File: config.mk
export PLATFORM = sky130hd
export DESIGN_NAME = multicycle_controller
export DESIGN_NICKNAME = d
export VERILOG_FILES = /design/src/rtl/multicycle_controller.sv
export SDC_FILE = /design/constraint.sdc
export NUM_CORES = 1
export LEC_CHECK = 0
export CORE_ASPECT_RATIO = 1.2
export CORE_UTILIZATION = 31
export DETAILED_ROUTE_END_ITERATION = 8
export PLACE_DENSITY = 0.67
export SETUP_SLACK_MARGIN = 0.3
export SLEW_MARGIN = 20
export SYNTH_ARGS = -nofsm -noshare
export SYNTH_HDL_FRONTEND = slang
export SYNTH_SLANG_ARGS = --single-unit
File: constraint.sdc
create_clock -name clk -period 2.9 [get_ports clk]
set_input_delay 0.29 -clock clk [delete_from_list [all_inputs] [get_ports clk]]
set_output_delay 0.29 -clock clk [all_outputs]
set_load 0.02 [all_outputs]
File: src/rtl/multicycle_controller.sv
// Multicycle CPU control FSM: sequences fetch/decode/execute/memory/writeback
// and drops into a sticky HALT on illegal opcodes or memory timeouts.
module multicycle_controller #(
    parameter int OPCODE_WIDTH    = 7,
    parameter int ALU_SRC_B_WIDTH = 2,
    parameter int MEM_TIMEOUT     = 15,
    parameter int TIMER_WIDTH     = 8
) (
    input  logic                       clk,
    input  logic                       rstn,
    input  logic [OPCODE_WIDTH-1:0]    opcode,
    input  logic                       branch_taken,
    input  logic                       mem_ready,
    output logic                       pc_write,
    output logic                       ir_write,
    output logic                       reg_file_write,
    output logic                       alu_override,
    output logic                       alu_src_a,
    output logic [ALU_SRC_B_WIDTH-1:0] alu_src_b,
    output logic [1:0]                 reg_file_write_src,
    output logic                       mem_req,
    output logic                       mem_we,
    output logic                       mem_addr_src,
    output logic                       fault,
    output logic [1:0]                 fault_code,
    output logic [3:0]                 state_dbg
);

    typedef enum logic [3:0] {
        FETCH  = 4'd0,
        DECODE = 4'd1,
        EXEC_R = 4'd2,
        EXEC_I = 4'd3,
        EXEC_S = 4'd4,
        EXEC_B = 4'd5,
        EXEC_J = 4'd6,
        EXEC_U = 4'd7,
        MEM    = 4'd8,
        WB     = 4'd9,
        WB_MEM = 4'd10,
        HALT   = 4'd11
    } state_t;

    localparam logic [OPCODE_WIDTH-1:0] OP_R     = OPCODE_WIDTH'(7'b0110011);
    localparam logic [OPCODE_WIDTH-1:0] OP_IMM   = OPCODE_WIDTH'(7'b0010011);
    localparam logic [OPCODE_WIDTH-1:0] OP_LOAD  = OPCODE_WIDTH'(7'b0000011);
    localparam logic [OPCODE_WIDTH-1:0] OP_STORE = OPCODE_WIDTH'(7'b0100011);
    localparam logic [OPCODE_WIDTH-1:0] OP_BR    = OPCODE_WIDTH'(7'b1100011);
    localparam logic [OPCODE_WIDTH-1:0] OP_JAL   = OPCODE_WIDTH'(7'b1101111);
    localparam logic [OPCODE_WIDTH-1:0] OP_LUI   = OPCODE_WIDTH'(7'b0110111);

    localparam logic [1:0] CODE_ILLEGAL = 2'd1;
    localparam logic [1:0] CODE_TIMEOUT = 2'd2;

    state_t                 state, next_state;
    logic [TIMER_WIDTH-1:0] wait_count;
    logic [1:0]             halt_code;
    logic                   timed_out;
    logic                   is_store;

    // mem_ready arriving on the last allowed count still wins over the timeout
    assign timed_out = (wait_count == TIMER_WIDTH'(MEM_TIMEOUT)) && !mem_ready;
    assign is_store  = (opcode == OP_STORE);

    always_ff @(posedge clk or negedge rstn) begin
        if (!rstn) begin
            state <= FETCH;
        end else begin
            state <= next_state;
        end
    end

    // Counter restarts on every entry into a memory-waiting state
    always_ff @(posedge clk or negedge rstn) begin
        if (!rstn) begin
            wait_count <= '0;
        end else if ((next_state != state) && (next_state == FETCH || next_state == MEM)) begin
            wait_count <= '0;
        end else if ((state == FETCH || state == MEM) && !mem_ready) begin
            wait_count <= wait_count + TIMER_WIDTH'(1);
        end
    end

    always_ff @(posedge clk or negedge rstn) begin
        if (!rstn) begin
            fault_code <= 2'd0;
        end else if (state != HALT && next_state == HALT) begin
            fault_code <= halt_code;
        end
    end

    always_comb begin
        next_state         = state;
        halt_code          = 2'd0;
        pc_write           = 1'b0;
        ir_write           = 1'b0;
        reg_file_write     = 1'b0;
        alu_override       = 1'b0;
        alu_src_a          = 1'b0;
        alu_src_b          = '0;
        reg_file_write_src = 2'd0;
        mem_req            = 1'b0;
        mem_we             = 1'b0;
        mem_addr_src       = 1'b0;

        case (state)
            FETCH: begin
                mem_req      = 1'b1;
                alu_override = 1'b1;
                alu_src_b    = ALU_SRC_B_WIDTH'(2);
                ir_write     = mem_ready;
                if (mem_ready) begin
                    next_state = DECODE;
                end else if (timed_out) begin
                    next_state = HALT;
                    halt_code  = CODE_TIMEOUT;
                end
            end
            DECODE: begin
                pc_write = 1'b1;
                case (opcode)
                    OP_R:             next_state = EXEC_R;
                    OP_IMM, OP_LOAD:  next_state = EXEC_I;
                    OP_STORE:         next_state = EXEC_S;
                    OP_BR:            next_state = EXEC_B;
                    OP_JAL:           next_state = EXEC_J;
                    OP_LUI:           next_state = EXEC_U;
                    default: begin
                        next_state = HALT;
                        halt_code  = CODE_ILLEGAL;
                    end
                endcase
            end
            EXEC_R: begin
                alu_src_a  = 1'b1;
                next_state = WB;
            end
            EXEC_I, EXEC_S: begin
                alu_src_a  = 1'b1;
                alu_src_b  = ALU_SRC_B_WIDTH'(1);
                next_state = (opcode == OP_IMM) ? WB : MEM;
            end
            EXEC_B: begin
                alu_src_a  = 1'b1;
                pc_write   = branch_taken;
                next_state = FETCH;
            end
            EXEC_J: begin
                reg_file_write     = 1'b1;
                reg_file_write_src = 2'd2;
                pc_write           = 1'b1;
                next_state         = FETCH;
            end
            EXEC_U: begin
                alu_src_b  = ALU_SRC_B_WIDTH'(1);
                next_state = WB;
            end
            MEM: begin
                mem_req      = 1'b1;
                mem_addr_src = 1'b1;
                mem_we       = is_store;
                if (mem_ready) begin
                    next_state = (opcode == OP_LOAD) ? WB_MEM : FETCH;
                end else if (timed_out) begin
                    next_state = HALT;
                    halt_code  = CODE_TIMEOUT;
                end
            end
            WB: begin
                reg_file_write = 1'b1;
                next_state     = FETCH;
            end
            WB_MEM: begin
                reg_file_write     = 1'b1;
                reg_file_write_src = 2'd1;
                next_state         = FETCH;
            end
            HALT: begin
                next_state = HALT;
            end
            default: begin
                next_state = HALT;
                halt_code  = CODE_ILLEGAL;
            end
        endcase
    end

    assign fault     = (state == HALT);
    assign state_dbg = state;

endmodule

# Word level (Yosys, flattened, before mapping)
# Index checks and enable logic that the tools add are counted.
# word_totals
word_cells,71
out_inout_bits,19
regBits,14
# op_classes
addsub,1
muxes,23
reduce_logical,21
eq_ne,23
# op_table
op,n
$pmux 4 s6,2
$eq 4x4->1 const B,6
$eq 7x6->1 const B,3
$eq 4x3->1 const B,4
$mux 4,4
$mux 8,2
$eq 7x7->1 const B,2
$reduce_or 2->1,5
$mux 1,9
$reduce_or 9->1,1
$add 8x1->8 const B,1
$eq 4x2->1 const B,2
$eq 8x4->1 const B,1
$logic_not 4->1,2
$pmux 2 s2,2
$reduce_or 4->1,2
$eq 7x2->1 const B,1
$eq 7x5->1 const B,1
$reduce_or 7->1,1
$pmux 2 s3,1
$reduce_or 3->1,2
$eq 4x1->1 const B,1
$logic_and 1x1->1,4
$mux 2,2
other kinds (6),7

# Logic depth before layout (Yosys ltp)
# Gate-level depths: netlist (run 1).
# logic_depth
ltp_word,9
ltp_mapped,9

# Least setup slack after synthesis (run 1)
# OpenSTA, ideal clock, no wires.
# synth_path
kind,register to register
startpoint,register state[2] (netlist: state_dbg[2])
endpoint,register wait_count[0]
path_buffers,1
t_arrival_ns,2.090
stages_incl_launch_ff,9
setup_slack_ns,0.677
path_cell_list,dfrtp_1 buf_6 nor4b_4 nand2_1 o41ai_1 a21oi_1 a21o_1 a211oi_4 nor2_1
# synth_between
elab_chain_cells,7
# synth_lines
element,line,text
"start, declared",55,"state_t state, next_state;"
"start signal, assigned",69,state <= next_state;
"$eq 4x4->1, or another cell as far along",106,case (state)
"$reduce_or 4->1 (no line), or another cell as far along",n/a,
$pmux 4 s6,106,
$eq 4x4->1 / $logic_not 4->1 (equally long branches),77,end else if ((next_state != state) && (next_state == FETCH || next_state == MEM)) begin
$logic_or 1x1->1,77,
$logic_and 1x1->1,77,
$mux 8 / $reduce_bool 2->1 (equally long branches),n/a,
"end signal, assigned",80,wait_count <= wait_count + TIMER_WIDTH'(1);
"end, declared",56,logic [TIMER_WIDTH-1:0] wait_count;
# Parallel ways exist; a longest one is shown, timed or not.
# A chain may end at the register's enable or synchronous reset.

# Final worst setup path (run 1)
# layout_path
startpoint,register state[1] (netlist: state_dbg[1])
endpoint,output ir_write
# layout_between
elab_chain_cells,2
# layout_lines
element,line,text
$logic_not 4->1,106,
$mux 1,106,
"end, declared",15,"output logic ir_write,"
# Every way passes these cells.

==> impl_results.md, run 1 <==
- Lkg Pwr: 0.000580 uW
- Crit share post-route: 0.834
- Number of flops mapped to enable cells by yosys: 0
- GP Congestion: 0.796
- Die width: 56.6 microns
- Buffers & Inverters on Critical Path: 1
- Status: complete, no violations
- Total GRT Usage: 0.133
- Synthesized area: 0.00111 sq mm
- Peak VDD IR: 213 uV
- Critical path class: reg2out
- Layout cells sized above 1: 0.0980
- Yosys reg bits: 14
- Maximum clock frequency: 414 MHz
- Root Buffer: clkbuf_8
- Syn Nets: 139
- TritonCTS clock tree: built
- Least-Margin Pin Slew: 577 ps
- Req. time, crit path: 2610 ps
- First-pass GRT wire length: 4010 microns
- Residual DRC: 0
- Ant. Diodes: 0
- Final HPWL DP: 1960 microns
- Initial core utilization: 0.329
- I/O Buffers: 29
- Crit path max fanout: 14
- Fin crit period: 2420 ps
- Ys flop type: dfrtp_1
- Row count: 23
- Clock transition at path regs: 50 ps
- Setup TNS Final: 0 ps
- Antenna Nets Post-Route: 0
- CTS H-tree depth: 1
- 1st-pass router iterations: 4
- Vias per cell: 5.26
- Fin. Hold Viols: 0
- Crit end category: output pin
- Routed wl met2: 1220 microns
- Synthesized instance count: 127
- Wire length on met1: 1140 microns
- I/O pins: 30
- Ys async rst share: 1.00
- Largest net degree at the start of global routing: 15
- Vias: 999
- Worst Path Arrival: 2130 ps
- Max layer used: met4
- RSZ-0062 raised after global routing: false
- Reg2reg setup slack: 580 ps
- Max_cap viols: 0
- Critical path startpoint category: flop
- Cts bufs inserted: 3
- Placed cells: 187
- Commonest non-fill, non-tap cells in the layout: clkdlybuf4s50_1 (29), nor2_1 (20), dfrtp_1 (14)
- Post-layout net count: 167
- Kind of cell adding the most delay to the critical path: simple AND/OR/NAND/NOR gates
- Final setup violating endpoints: 0
- Unique masters post-synth: 48
- Routed wire length: 2450 microns
- Worst path max stage delay: 640 ps
- Worst min-delay path category: in2async
- Slowest CP cell: clkdlybuf4s50_1
- Fin. max-slew vios: 0
- Initial antenna violation count: 0
- Finished Layout Cells: 190
- Part of the Yosys area used for sequential elements: 0.316
- Clock Latency Late Sink: 240 ps
- Gr ovfl total: 0
- Crit path cell chain: or3_4 > nor3_1 > clkdlybuf4s50_1
- Number of global-route vias before repair: 944
- Avg Cell Area, Syn: 8.72 sq um
- Relative slew slack: 0.614
- P&R area growth vs syn: 30.6%
- CORE AREA: 0.00337 sq mm
- Most common cell after layout, fill and taps aside: clkdlybuf4s50_1
- Post-DR wirelength/cell: 12.9 microns
- PD cells: 268 mW/mm^2
- Clock skew: 2.74 ps
- Total die area: 0.00382 sq mm
- Synth Warn #: 0
- Clock Path Buffers: 2
- Chip height: 67.5 microns
- Wire length on met3: 59 microns
- Total setup buffers inserted after CTS: 0
- DRC marker count from the first detailed-route iteration: 20
- Clk sinks: 14
==> synthesized netlist by cell type (all sizes together) (3+ instances only) <==
| cell | count | area, sq um |
|---|---|---|
| o21ai | 3 | 15.0 |
| nand2b | 3 | 18.8 |
| a21oi | 7 | 35.0 |
| nand2 | 12 | 45.0 |
| xnor2 | 5 | 43.8 |
| a31oi | 3 | 25.0 |
| inv | 8 | 30.0 |
| buf | 6 | 47.5 |
| nor2 | 22 | 101 |
| dfrtp | 14 | 350 |
| xor2 | 4 | 35.0 |
==> registers in the layout, indices dropped and copies added (netlist names) <==
signal      flops
fault_code      2
state_dbg       4
wait_count      8
==> worst reg2reg max path, delay by kind of cell (launching register included) <==
family | cells | cell delay (ps)
AOI/OAI and AO/OA | 4 | 980
DFF | 1 | 560
and+or+nand+nor | 3 | 670
==> timing repair <==
action	CTS	global route
hold buffers	0	0
endpoints found under the setup margin	0	3
resized for setup	0	1
==> where the power goes <==
| part | internal (uW) | switching, uW | leakage (uW) |
|---|---|---|---|
| clock | 91.4 | 58.9 | 0.0000216 |
| combinational | 19.9 | 19.7 | 0.000384 |
| sequential | 197 | 1.23 | 0.000174 |
==> per-stage QoR <==
stage                     utilization  instance area [sq um]  setup WS (ps)  hold WS [ps]  total power, uW
after floorplan                     -                   1110            677         -5.59              214
after global placement          0.416                   1400            380           491              240
after detailed placement        0.416                   1400            283           496              242
after CTS                       0.428                   1440            348           453              392
after global routing            0.430                   1450            361           488              403
final                           0.430                   1450            482           422              388
==> per-layer routing <==
metal	vias up	global-route usage
li1	498	-
met1	479	0.159
met2	18	0.240
met3	4	0.0192
met4	0	0.0549
met5	-	0
==> path summary, 6_finish.rpt <==
| kind | end | from | cells after the start |
|---|---|---|---|
| hold / removal | wait_count[0] | rstn | 1 |
| min in group clk | fault_code[1] | fault_code[1] | 1 |
| setup / recovery | ir_write | state_dbg[1] | 3 |
| setup reg to reg | wait_count[4] | state_dbg[1] | 7 |
| hold reg to reg | fault_code[1] | fault_code[1] | 1 |
| max in group asynchronous | state_dbg[0] | rstn | 1 |
==> cells by family after synthesis <==
group	share of synthesized area
and+or+nand+nor	0.333
buffers and inverters	0.0734
xor gates and xnor gates	0.0712
adders and majority gates	0.0113
AOI/OAI and AO/OA	0.194
DFF	0.316
==> area by class of cell <==
type / count / area (sq um)
multi-input cells: 98 / 681
fillers: 332 / 1920
flip-flops and latches: 14 / 350
well taps: 37 / 46.3
repair buffers: 30 / 298
inverters: 8 / 30.0
clock buffers: 3 / 41.3
Note: power is estimated with default switching activity, not from simulation.
==> run 2, diff against run 1 <==
--- a/config.mk
+++ b/config.mk
@@ -8,7 +8,7 @@
 export CORE_ASPECT_RATIO = 1.2
 export CORE_UTILIZATION = 31
 export DETAILED_ROUTE_END_ITERATION = 8
-export PLACE_DENSITY = 0.67
+export PLACE_DENSITY = 0.7
 export SETUP_SLACK_MARGIN = 0.3
 export SLEW_MARGIN = 20
 export SYNTH_ARGS = -nofsm -noshare
==> constraint.sdc (replaced) <==
create_clock -name clk -period 2.1 [get_ports clk]
set_input_delay 0.21 -clock clk [delete_from_list [all_inputs] [get_ports clk]]
set_output_delay 0.21 -clock clk [all_outputs]
set_load 0.02 [all_outputs]
==> impl_results.md, run 2 (synthesized netlist as in run 1, its figures left out) <==
- Status: finished, violations left
- Violated checks: setup timing
- Commonest non-fill, non-tap cells in the layout: buf_4 (46), buf_6 (16), nor2_1 (12), dfrtp_1 (12), clkdlybuf4s50_1 (12)
- Post-layout net count: 221
- Crit share post-route: 1.05
- I/O Buffers: 29
- Root Buffer: clkbuf_8
- DRC marker count from the first detailed-route iteration: 24
- Crit end category: flop
- Fin crit period: 2190 ps
- Setup TNS Final: -751 ps
- Critical path startpoint category: flop
- Post-DR wirelength/cell: 13.9 microns
- Die width: 56.6 microns
- Final HPWL DP: 2470 microns
- Max_cap viols: 0
- Finished Layout Cells: 245
- P_sw: 125 uW
- Pint: 480 uW
- Fin. Hold Viols: 0
- PD cells: 303 mW/mm^2
- Clk sinks: 14
- Lkg Pwr: 0.000927 uW
- Dpl ws: -271 ps
- Sw Share: 0.206
- Power share of the clock group: 0.418
- Relative slew slack: 0.581
- Peak VDD IR: 385 uV
- Crit path max fanout: 4
- Maximum clock frequency: 456 MHz
- Max reg flops: 8
- Fin. max-slew vios: 0
- Chip height: 67.5 microns
- Final setup violating endpoints: 10
- Worst Path Arrival: 2320 ps
- Initial antenna violation count: 0
- Clock Latency Late Sink: 240 ps
- I/O pins: 30
- Antenna Nets Post-Route: 0
- Total GRT Usage: 0.177
- Req. time, crit path: 2220 ps
- Final hold slack: 360 ps
- Most common cell after layout, fill and taps aside: buf_4
- Final core utilization: 0.591
- Largest reg by FF count: wait_count
- Least-Margin Pin Slew: 627 ps
- Initial core utilization: 0.329
- Final worst slack: -94.6 ps
- Clock transition at path regs: 60 ps
- Gr ovfl total: 0
- Layout cells sized above 1: 0.519
- CORE AREA: 0.00337 sq mm
- Cts bufs inserted: 3
- Total die area: 0.00382 sq mm
- Worst min-delay path category: in2async
- Ant. Diodes: 0
- First-pass GRT wire length: 5240 microns
- Residual DRC: 0
- Clock Path Buffers: 2
- Placed cells: 226
- Routed wire length: 3400 microns
- Number of global-route vias before repair: 1,269
- Vias per cell: 5.05
- Row count: 23
- Vias: 1,237
- Clock skew: 4.92 ps
- Comb pwr share: 0.129
- Largest net degree at the start of global routing: 15
- Sequential share of power: 0.452
- GP Congestion: 0.826
- CTS Hold Bufs: 0
- CTS H-tree depth: 1
- P&R area growth vs syn: 79.8%
- RSZ-0062 raised after global routing: true
- 1st-pass router iterations: 4
- Critical path class: reg2reg
- TritonCTS clock tree: built
## run 2: stage by stage
step	power, uW	area, sq um
global route	625	1990
global placement	349	1700
CTS	607	1850
floorplan	295	1120
detailed placement	351	1700
finish	604	1990
## run 2: timing repair
action	in CTS	in global routing
gates resized for setup	78	26
pin swaps	9	6
setup endpoints to repair	26	23
buffers inserted	8	7
## run 2: path summary, 6_finish.rpt
path | depth (start not counted) | from | slack (ps) | endpoint
max | 8 | wait_count[1] | -90 | fault_code[1]
min | 1 | rstn | 360 | wait_count[4]
max reg2reg | 8 | wait_count[1] | -90 | fault_code[1]
min reg2reg | 1 | fault_code[1] | 500 | fault_code[1]
max in group asynchronous | 1 | rstn | 1290 | state_dbg[0]
min in group clk | 1 | fault_code[1] | 500 | fault_code[1]
## run 2: area by class of cell
cell class | instances | area, sq um
tap | 37 | 46.3
fill | 282 | 1380
clock buffer | 4 | 55.1
inverter | 8 | 30.0
timing repair buffer | 84 | 728
sequential | 14 | 353
multi-input combinational | 98 | 778
## run 2: power by group through the flow
stage | combinational [uW] | sequential (uW) | clock [uW]
after global routing | 85.3 | 273 | 266
final | 78.1 | 273 | 253
after CTS | 74.5 | 273 | 259
after global placement | 71.0 | 278 | 0
after detailed placement | 73.2 | 278 | 0
after floorplan | 15.7 | 279 | 0
## run 2: critical path: stages, from the launching register on
cell	delay [ps]
dfrtp_1	350
ha_2	180
or4b_4	470
nor4_4	270
buf_4	180
nor2_1	40
o21a_1	180
nand4bb_1	200
a22o_1	200
## run 2: metal layers
layer,up-vias,track usage,share of wire
met5,-,0,0
met4,0,0.0610,0.011
met3,4,0.0172,0.019
met2,19,0.381,0.60
li1,604,-,-
met1,610,0.171,0.37
